<file path="config.mk">
export PLATFORM = sky130hd
export DESIGN_NAME = vec_mem_responder
export DESIGN_NICKNAME = d
export VERILOG_FILES = /design/src/rtl/vmem_pkg.sv /design/src/rtl/vmem_beat_assembler.sv /design/src/rtl/vec_mem_responder.sv
export SDC_FILE = /design/constraint.sdc
export NUM_CORES = 1
export LEC_CHECK = 0
export ABC_AREA = 0
export BUFFER_PORTS_ARGS = -buffer_cell sky130_fd_sc_hd__buf_4
export CORE_MARGIN = 2
export CORE_UTILIZATION = 55
export DETAILED_ROUTE_END_ITERATION = 8
export PLACE_DENSITY = 0.83
export SYNTH_ARGS = -nofsm -noshare
export SYNTH_HDL_FRONTEND = slang
export SYNTH_SLANG_ARGS = --single-unit
</file>
<file path="constraint.sdc">
create_clock -name clk -period 9.5 [get_ports clk]
set_clock_uncertainty 0.1 [all_clocks]
set_input_delay 0.475 -clock clk [delete_from_list [all_inputs] [get_ports clk]]
set_output_delay 0.475 -clock clk [all_outputs]
set_load 0.05 [all_outputs]
</file>
<file path="src/rtl/vmem_pkg.sv">
// Shared types and constants for the vector memory responder.
package vmem_pkg;

    localparam int VEC_W      = 128;  // vector width in bits
    localparam int LANES      = 16;   // byte lanes per vector
    localparam int LANE_W     = 8;    // bits per lane
    localparam int DEF_WORD_W = 32;   // default RAM word width
    localparam int VEC_BEATS  = VEC_W / DEF_WORD_W;  // RAM beats per vector

    typedef enum logic [2:0] {
        IDLE,
        WR,
        RD,
        RD_LAST,
        RESP
    } vmem_state_t;

endpackage

</file>
<file path="src/rtl/vmem_beat_assembler.sv">
// 128-bit vector register with whole-vector load and per-beat write.
// The top uses one copy to hold store data and another to gather load beats.
module vmem_beat_assembler
    import vmem_pkg::*;
#(
    parameter  int WORD_W = DEF_WORD_W,
    parameter  int BEATS  = VEC_BEATS,
    localparam int IDX_W  = (BEATS > 1) ? $clog2(BEATS) : 1
) (
    input  logic                      clk,
    input  logic                      reset,
    input  logic                      load_all_i,
    input  logic [WORD_W*BEATS-1:0]   all_data_i,
    input  logic                      beat_we_i,
    input  logic [IDX_W-1:0]          beat_idx_i,
    input  logic [WORD_W-1:0]         beat_data_i,
    output logic [WORD_W*BEATS-1:0]   vec_o
);

    logic [WORD_W*BEATS-1:0] vec_q;

    // Vector register: full load takes priority over a single-beat write.
    // NOTE: sequential state uses <= so every flop samples pre-edge values;
    // this register is plain flops (not a RAM macro), so resetting it is cheap.
    always_ff @(posedge clk or negedge reset) begin
        if (!reset) begin
            vec_q <= '0;
        end else if (load_all_i) begin
            vec_q <= all_data_i;
        end else if (beat_we_i) begin
            vec_q[beat_idx_i*WORD_W +: WORD_W] <= beat_data_i;
        end
    end

    assign vec_o = vec_q;

endmodule

</file>
<file path="src/rtl/vec_mem_responder.sv">
// Serialises 128-bit vector loads/stores into 32-bit RAM beats and
// reassembles load beats into a single 128-bit response.
module vec_mem_responder
    import vmem_pkg::*;
#(
    parameter int ADDR_W = 16,
    parameter int WORD_W = DEF_WORD_W,
    parameter int BEATS  = VEC_W / WORD_W,
    parameter int RD_LAT = 1
) (
    input  logic               clk,
    input  logic               reset,
    input  logic               req_valid,
    input  logic               req_we,
    input  logic [ADDR_W-1:0]  req_addr,
    input  logic [VEC_W-1:0]   req_wdata,
    output logic               req_ready,
    output logic               rsp_valid,
    output logic [VEC_W-1:0]   rsp_rdata,
    output logic               stall,
    output logic               err_misalign,
    output logic [ADDR_W-3:0]  ram_addr,
    output logic               ram_we,
    output logic [WORD_W-1:0]  ram_wdata,
    input  logic [WORD_W-1:0]  ram_rdata
);

    localparam int K_W  = (BEATS > 1) ? $clog2(BEATS) : 1;
    localparam int WA_W = ADDR_W - 2;

    vmem_state_t       state_q, state_d;
    logic [K_W-1:0]    k_q, k_d;
    logic [WA_W-1:0]   base_q, base_d;
    logic              err_q, err_d;

    logic              accept;
    logic              misalign;
    logic              go;
    logic              cap_en;
    logic [K_W-1:0]    cap_idx;
    logic [VEC_W-1:0]  wdata_vec;

    assign accept   = req_valid && (state_q == IDLE);
    assign misalign = (req_addr[3:0] != 4'd0);
    assign go       = accept && !misalign;

    // Next-state, beat counter, base latch and load-capture control.
    // NOTE: every always_comb output gets a default first so no path infers a latch.
    always_comb begin
        state_d = state_q;
        k_d     = k_q;
        base_d  = base_q;
        err_d   = accept && misalign;
        cap_en  = 1'b0;
        cap_idx = '0;

        unique case (state_q)
            IDLE: begin
                if (go) begin
                    base_d  = req_addr[ADDR_W-1:2];
                    k_d     = '0;
                    state_d = req_we ? WR : RD;
                end
            end
            WR: begin
                if (k_q == K_W'(BEATS - 1)) begin
                    state_d = IDLE;
                end else begin
                    k_d = k_q + 1'b1;
                end
            end
            RD: begin
                // Read data lags its address by RD_LAT cycles.
                if (k_q >= K_W'(RD_LAT)) begin
                    cap_en  = 1'b1;
                    cap_idx = k_q - K_W'(RD_LAT);
                end
                if (k_q == K_W'(BEATS - 1)) begin
                    state_d = RD_LAST;
                end else begin
                    k_d = k_q + 1'b1;
                end
            end
            RD_LAST: begin
                cap_en  = 1'b1;
                cap_idx = K_W'(BEATS - 1);
                state_d = RESP;
            end
            RESP: begin
                state_d = IDLE;
            end
            default: begin
                state_d = IDLE;
            end
        endcase
    end

    // State, counter, base address and misalign pulse registers.
    always_ff @(posedge clk or negedge reset) begin
        if (!reset) begin
            state_q <= IDLE;
            k_q     <= '0;
            base_q  <= '0;
            err_q   <= 1'b0;
        end else begin
            state_q <= state_d;
            k_q     <= k_d;
            base_q  <= base_d;
            err_q   <= err_d;
        end
    end

    // Store data is latched whole on acceptance and sliced per beat below.
    vmem_beat_assembler #(
        .WORD_W (WORD_W),
        .BEATS  (BEATS)
    ) u_store_buf (
        .clk         (clk),
        .reset       (reset),
        .load_all_i  (go),
        .all_data_i  (req_wdata),
        .beat_we_i   (1'b0),
        .beat_idx_i  ('0),
        .beat_data_i ('0),
        .vec_o       (wdata_vec)
    );

    // Load beats are gathered here; the value persists across stores.
    vmem_beat_assembler #(
        .WORD_W (WORD_W),
        .BEATS  (BEATS)
    ) u_load_buf (
        .clk         (clk),
        .reset       (reset),
        .load_all_i  (1'b0),
        .all_data_i  ('0),
        .beat_we_i   (cap_en),
        .beat_idx_i  (cap_idx),
        .beat_data_i (ram_rdata),
        .vec_o       (rsp_rdata)
    );

    assign req_ready    = (state_q == IDLE);
    assign stall        = (state_q != IDLE);
    assign rsp_valid    = (state_q == RESP);
    assign err_misalign = err_q;
    assign ram_we       = (state_q == WR);
    assign ram_addr     = ((state_q == WR) || (state_q == RD)) ? (base_q + WA_W'(k_q)) : '0;
    assign ram_wdata    = (state_q == WR) ? wdata_vec[k_q*WORD_W +: WORD_W] : '0;

endmodule

</file>
---- Word-level counts from Yosys, hierarchy flattened ----
Index checks and enable logic that the tools add are counted.
storage, ports and cells
  bits in registers ....................... 276
  input port bits ......................... 180
  word-level logic and storage cells ...... 51
cells by class
  $add $sub $neg .......................... 4
  magnitude comparators ................... 1
  equality and inequality tests ........... 9
  shift-type cells ........................ 3
  mux-type cells .......................... 15
  reduce and logical (&&, ||, !) cells .... 13
operator list
  kind                       number
  $bwmux 128                 1
  $shift 32x34->128 const A  1
  $shiftx 128x8->32          1
  $shiftx 32x34->128         1
  $neg 7->34                 1
  $mux 32                    1
  $add 14x2->14              1
  $mux 14                    1
  $pmux 3 s4                 1
  $mux 3                     3
  $mux 2                     4
  $pmux 2 s2                 2
  $eq 3x2->1 const B         2
  $reduce_and 3->1           2
  $ne 2x1->1 const B         2
  $ne 2x2->1 const B         2
  $reduce_bool 4->1          1
  $eq 3x1->1 const B         1
  $eq 3x3->1 const B         1
  $logic_and 1x1->1          3
  $logic_not 3->1            1
  $reduce_bool 3->1          1
  $add 2x1->2 const B        1
  $eq 2x2->1 const B         1
  9 further kinds            9

---- Logic depth before layout (Yosys ltp) ----
  depth in word-level cells ............... 6
  mapped depth ............................ 14
  gate-level depth less buffers ........... 8

---- Hierarchy ----
A second synthesis with hierarchy kept.
unflattened totals
  cell total of the unflattened synthesis .. 1118
  area, all modules ....................... 13650.6 µm²
modules (own cells, without submodules)
  module                             times used  cells an instance  area each (µm²)  seq. area each (µm²)
  vmem_beat_assembler (u_load_buf)   1           443                5700.5           3203.1
  vmem_beat_assembler (u_store_buf)  1           443                5690.5           3203.1
  vec_mem_responder                  1           232                2259.7           500.5

---- Worst setup path before layout ----
Ideal clock, no wire load.
  kind .................................... reg-to-output
  from .................................... register k_q[1]
  to ...................................... output port ram_addr[10]
  data arrival time ....................... 3015 ps
  setup slack ............................. 5910 ps
  cell stages (with the launch flop) ...... 8
  path buffers ............................ 2
  path through ............................ dfrtp_1 clkbuf_1 clkbuf_1 inv_1 fa_1 nand4b_1 or4_1 a21oi_1
on the way
  word-level cells in the longest chain between the ends .. 2
RTL lines
  what                      RTL line                  RTL
  start: declaration        vec_mem_responder.sv:32   logic [K_W-1:0] k_q, k_d;
  start signal: assignment  vec_mem_responder.sv:107  k_q <= k_d;
  $add 14x2->14             vec_mem_responder.sv:148  assign ram_addr = ((state_q == WR) || (state_q == RD)) ? (base_q + WA_W'(k_q)) : '0;
  $mux 14                   vec_mem_responder.sv:148
  end: declaration          vec_mem_responder.sv:22   output logic [ADDR_W-3:0] ram_addr,
Every way passes these cells.

---- Final worst setup path ----
Ends and elaborated chain as after synthesis.

==> results_tabular.tex <==
\begin{tabular}{lr}
\hline
Metric & Value \\
\hline
\multicolumn{2}{l}{\textbf{Synthesis}} \\
Area share of the largest cell type after synthesis & roughly 52\% \\
Main area contributors after synthesis & dfrtp\_1, mux2i\_1, mux2\_2 \\
Fraction of the yosys area taken by sequential cells & 51.7\% \\
EDFF count, synth & 0 \\
Total nets after synthesis & 1261 \\
Synth warnings & 0 \\
Cell count after synthesis & 1071 \\
Count of state elements after synthesis & between 200 and 300 \\
Netlist area before placement & between 10000 and 15000 um2 \\
Dominant register cell in the synthesized netlist & dfrtp\_1 \\
Library cell with the largest summed area after synthesis & dfrtp\_1 \\
Share of synthesized flip-flops with an asynchronous set or reset & 100\% \\
Most instantiated cells after synthesis & dfrtp\_1, inv\_1, mux2i\_1 \\
Synthesized area per cell & approximately 12 um2 \\
Synth cell types & between 40 and 50 \\
Most frequently used cell type in the post-synthesis netlist & dfrtp\_1 \\
\multicolumn{2}{l}{\textbf{Run status}} \\
Outcome & complete, but fails checks \\
Failing checks & negative hold slack \\
\multicolumn{2}{l}{\textbf{Clock tree}} \\
Clk slew on worst S/H paths & roughly 0.06 ns \\
Insertion delay of the later-clocked pin in the worst-skew pair & around 0.53 ns \\
Post-CTS setup buffer count & 0 \\
Cts repair resizes & 0 \\
Maximum level of the CTS H-tree & 1 \\
CTS tree & built \\
Clock buffers created by TritonCTS & 29 \\
Max clock buf depth & 3 \\
Cts hold-fix bufs & 0 \\
Clock Root Buffer & clkbuf\_16 \\
Clk sinks & between 200 and 300 \\
\multicolumn{2}{l}{\textbf{STA}} \\
Crit share post-route & a little over two fifths \\
Slew at the pin closest to its max-slew limit & between 1 and 1.5 ns \\
Max-slew violation count & 0 \\
RSZ-0062 raised after global routing & no \\
Final Setup Violations & 0 \\
Achievable clock frequency & around 240 MHz \\
Slew headroom & 30.6\% \\
Post-route setup TNS & 0 ns \\
Min Hold Slack & -0.0515 ns \\
Tmin final & 4.15 ns \\
Count of endpoints failing hold in the final timing report & 26 \\
\multicolumn{2}{l}{\textbf{Pwr}} \\
Power density of the placed cells & 321 nW/um2 \\
Clock network fraction of total power & between 20\% and 30\% \\
Switching power as a share of total power & a little over two fifths \\
Int Power & $\sim$3200 uW \\
Maximum resistive drop on vdd & $\sim$200 uV \\
Switching power of the nets & between 2000 and 2500 uW \\
Static leakage power & approximately 0.0078 uW \\
Share of power burned in combinational logic & between 40\% and 50\% \\
PnR Total Power & around 5500 uW \\
Share of total power in sequential cells & 34.8\% \\
\multicolumn{2}{l}{\textbf{Finish}} \\
Cell area after layout & between 15000 and 20000 um2 \\
Combined flip-flop and latch cell area & approximately 7000 um2 \\
Count of fill cells added during filler insertion & $\sim$1700 \\
Layout Nets & about 1600 \\
Layout cells sized above 1 & around two fifths \\
Antenna diode instance count & 0 \\
Multi-input combinational cell area & between 5000 and 6000 um2 \\
Utilization of the core after routing & between 70\% and 80\% \\
Area growth syn-to-layout & 27.6\% \\
\multicolumn{2}{l}{\textbf{Place}} \\
IO buf count & about 360 \\
Routability-driven placement congestion ratio & 0.841 \\
Cell area after placement & 16100 um2 \\
Placed wire-length estimate after detailed placement & roughly 25000 um \\
\multicolumn{2}{l}{\textbf{GRT}} \\
Maximum number of pins on one net before global-route repair & 129 \\
Vias in the first global route & roughly 10000 \\
Global-route wire length before repair & 58200 um \\
GR Util All Layers & 28.9\% \\
Initial antenna violation count & 0 \\
Grt ovf & 0 \\
\multicolumn{2}{l}{\textbf{Route}} \\
Drt first-iter violations & a little under 700 \\
Post-detailed-route count of antenna-violating nets & 0 \\
Vias per cell & approximately 5.7 \\
DRC violation count after routing & 0 \\
Wire length after detailed routing & roughly 37000 um \\
Routed wire per std cell & 21.4 um \\
Detailed-router iteration count before antenna repair & 7 \\
Number of vias after detailed routing & roughly 9900 \\
\multicolumn{2}{l}{\textbf{Floorplanning}} \\
Chip Height & $\sim$160 um \\
Boundary pin count & around 360 \\
Initial core utilization & 55.4\% \\
Row Count & between 50 and 60 \\
Die ar. & roughly 26000 um2 \\
Die boundary width & 160 um \\
Core Area & 24100 um2 \\
\multicolumn{2}{l}{\textbf{Worst hold path}} \\
Class of the tightest hold or removal check & primary input to async pin \\
\multicolumn{2}{l}{\textbf{Run}} \\
Max-cap violations & 0 \\
\multicolumn{2}{l}{\textbf{Critical path}} \\
Maximum fanout count along the critical path & 19 \\
WP data arrival & $\sim$3.6 ns \\
Worst setup EP type & primary output \\
Setup crit start kind & register \\
CP Data Required Time & 8.93 ns \\
Category of the most critical setup path & register to primary output \\
\hline
\end{tabular}
## flip-flops by register name, indices dropped and copies added, names as in the netlist
signal             flops
err_misalign           1
base_q                14
state_q                3
k_q                    2
u_load_buf.vec_o     128
u_store_buf.vec_o    128
## cells by family after synthesis
family / synth area share (%)
xor+xnor: 0.253
simple gates: 7.54
flops: 51.7
compound gates: 4.82
fa+ha+maj: 0.993
mux: 26.7
buf+inv: 7.99
## placed cells by master, fill, tap and decap left out, types with 3 or more instances in the layout
cell	instances
nor2b_1	34
clkinv_2	5
a31oi_1	3
or4_1	3
or3_1	5
o21ai_0	9
clkbuf_16	29
or3b_2	4
mux2i_1	131
nor4_1	3
mux4_2	32
inv_1	142
dfrtp_1	275
nor3b_2	4
nand3b_1	6
buf_4	374
mux2_1	63
nand4_1	66
o31ai_1	3
a21oi_1	9
mux2_2	73
clkbuf_1	9
clkbuf_8	6
nor2_1	6
ha_1	9
nand2_1	4
o211ai_1	64
nand3_1	6
## power groups by stage
stage / registers [uW] / logic, uW / clock network (uW)
after floorplan: 2260 / 1330 / 0
after global placement: 1880 / 2380 / 0
after detailed placement: 1910 / 2440 / 0
after CTS: 1900 / 2460 / 1130
after global routing: 1950 / 2590 / 1180
final: 1900 / 2450 / 1110
## critical path: stages (launching register included)
cell and delay (ns):
dfrtp_1 0.92, inv_1 0.23, fa_1 0.52, nand4b_1 0.36
or4_1 0.48, a21oi_1 0.26, buf_4 0.26
## area by class of cell
type                       count  area share [%]
sequential                   276            40.5
clock buffer                  44            4.94
multi-input combinational    563            31.9
clock inverter                 8           0.543
timing repair buffer         375            16.6
inverter                     142            3.13
tap                          324            2.38
## per-layer routing
layer	vias to the layer above	routed length, um	track usage (%)
met5	-	0	0
li1	4406	-	-
met3	80	3660	8.91
met4	0	1400	10.4
met1	4959	13700	35.2
met2	457	18300	48.8
## path summary, 6_finish.rpt
path / startpoint / endpoint / slack [ns] / cells past startpoint
max in group asynchronous: reset / u_load_buf.vec_o[27] / 7.71 / 2
worst min register to register: u_store_buf.vec_o[108] / u_store_buf.vec_o[108] / 0.38 / 1
worst max-delay path: k_q[1] / ram_addr[10] / 5.35 / 6
worst max register to register: k_q[1] / u_load_buf.vec_o[70] / 5.52 / 9
worst min-delay path: reset / u_store_buf.vec_o[88] / -0.05 / 1
min in group clk: req_wdata[64] / u_store_buf.vec_o[64] / 0.05 / 2
## metrics by stage
| stage | hold slack, ns | worst slack, ns | instances |
|---|---|---|---|
| global route | 0.00172 | 5.10 | 1732 |
| detailed placement | 0.369 | 5.60 | 1680 |
| finish | -0.0515 | 5.35 | 1732 |
| CTS | 0.00510 | 5.29 | 1732 |
| floorplan | 0.0794 | 5.91 | 1071 |
| global placement | 0.363 | 5.76 | 1680 |
(Power assumes the default switching activity.)
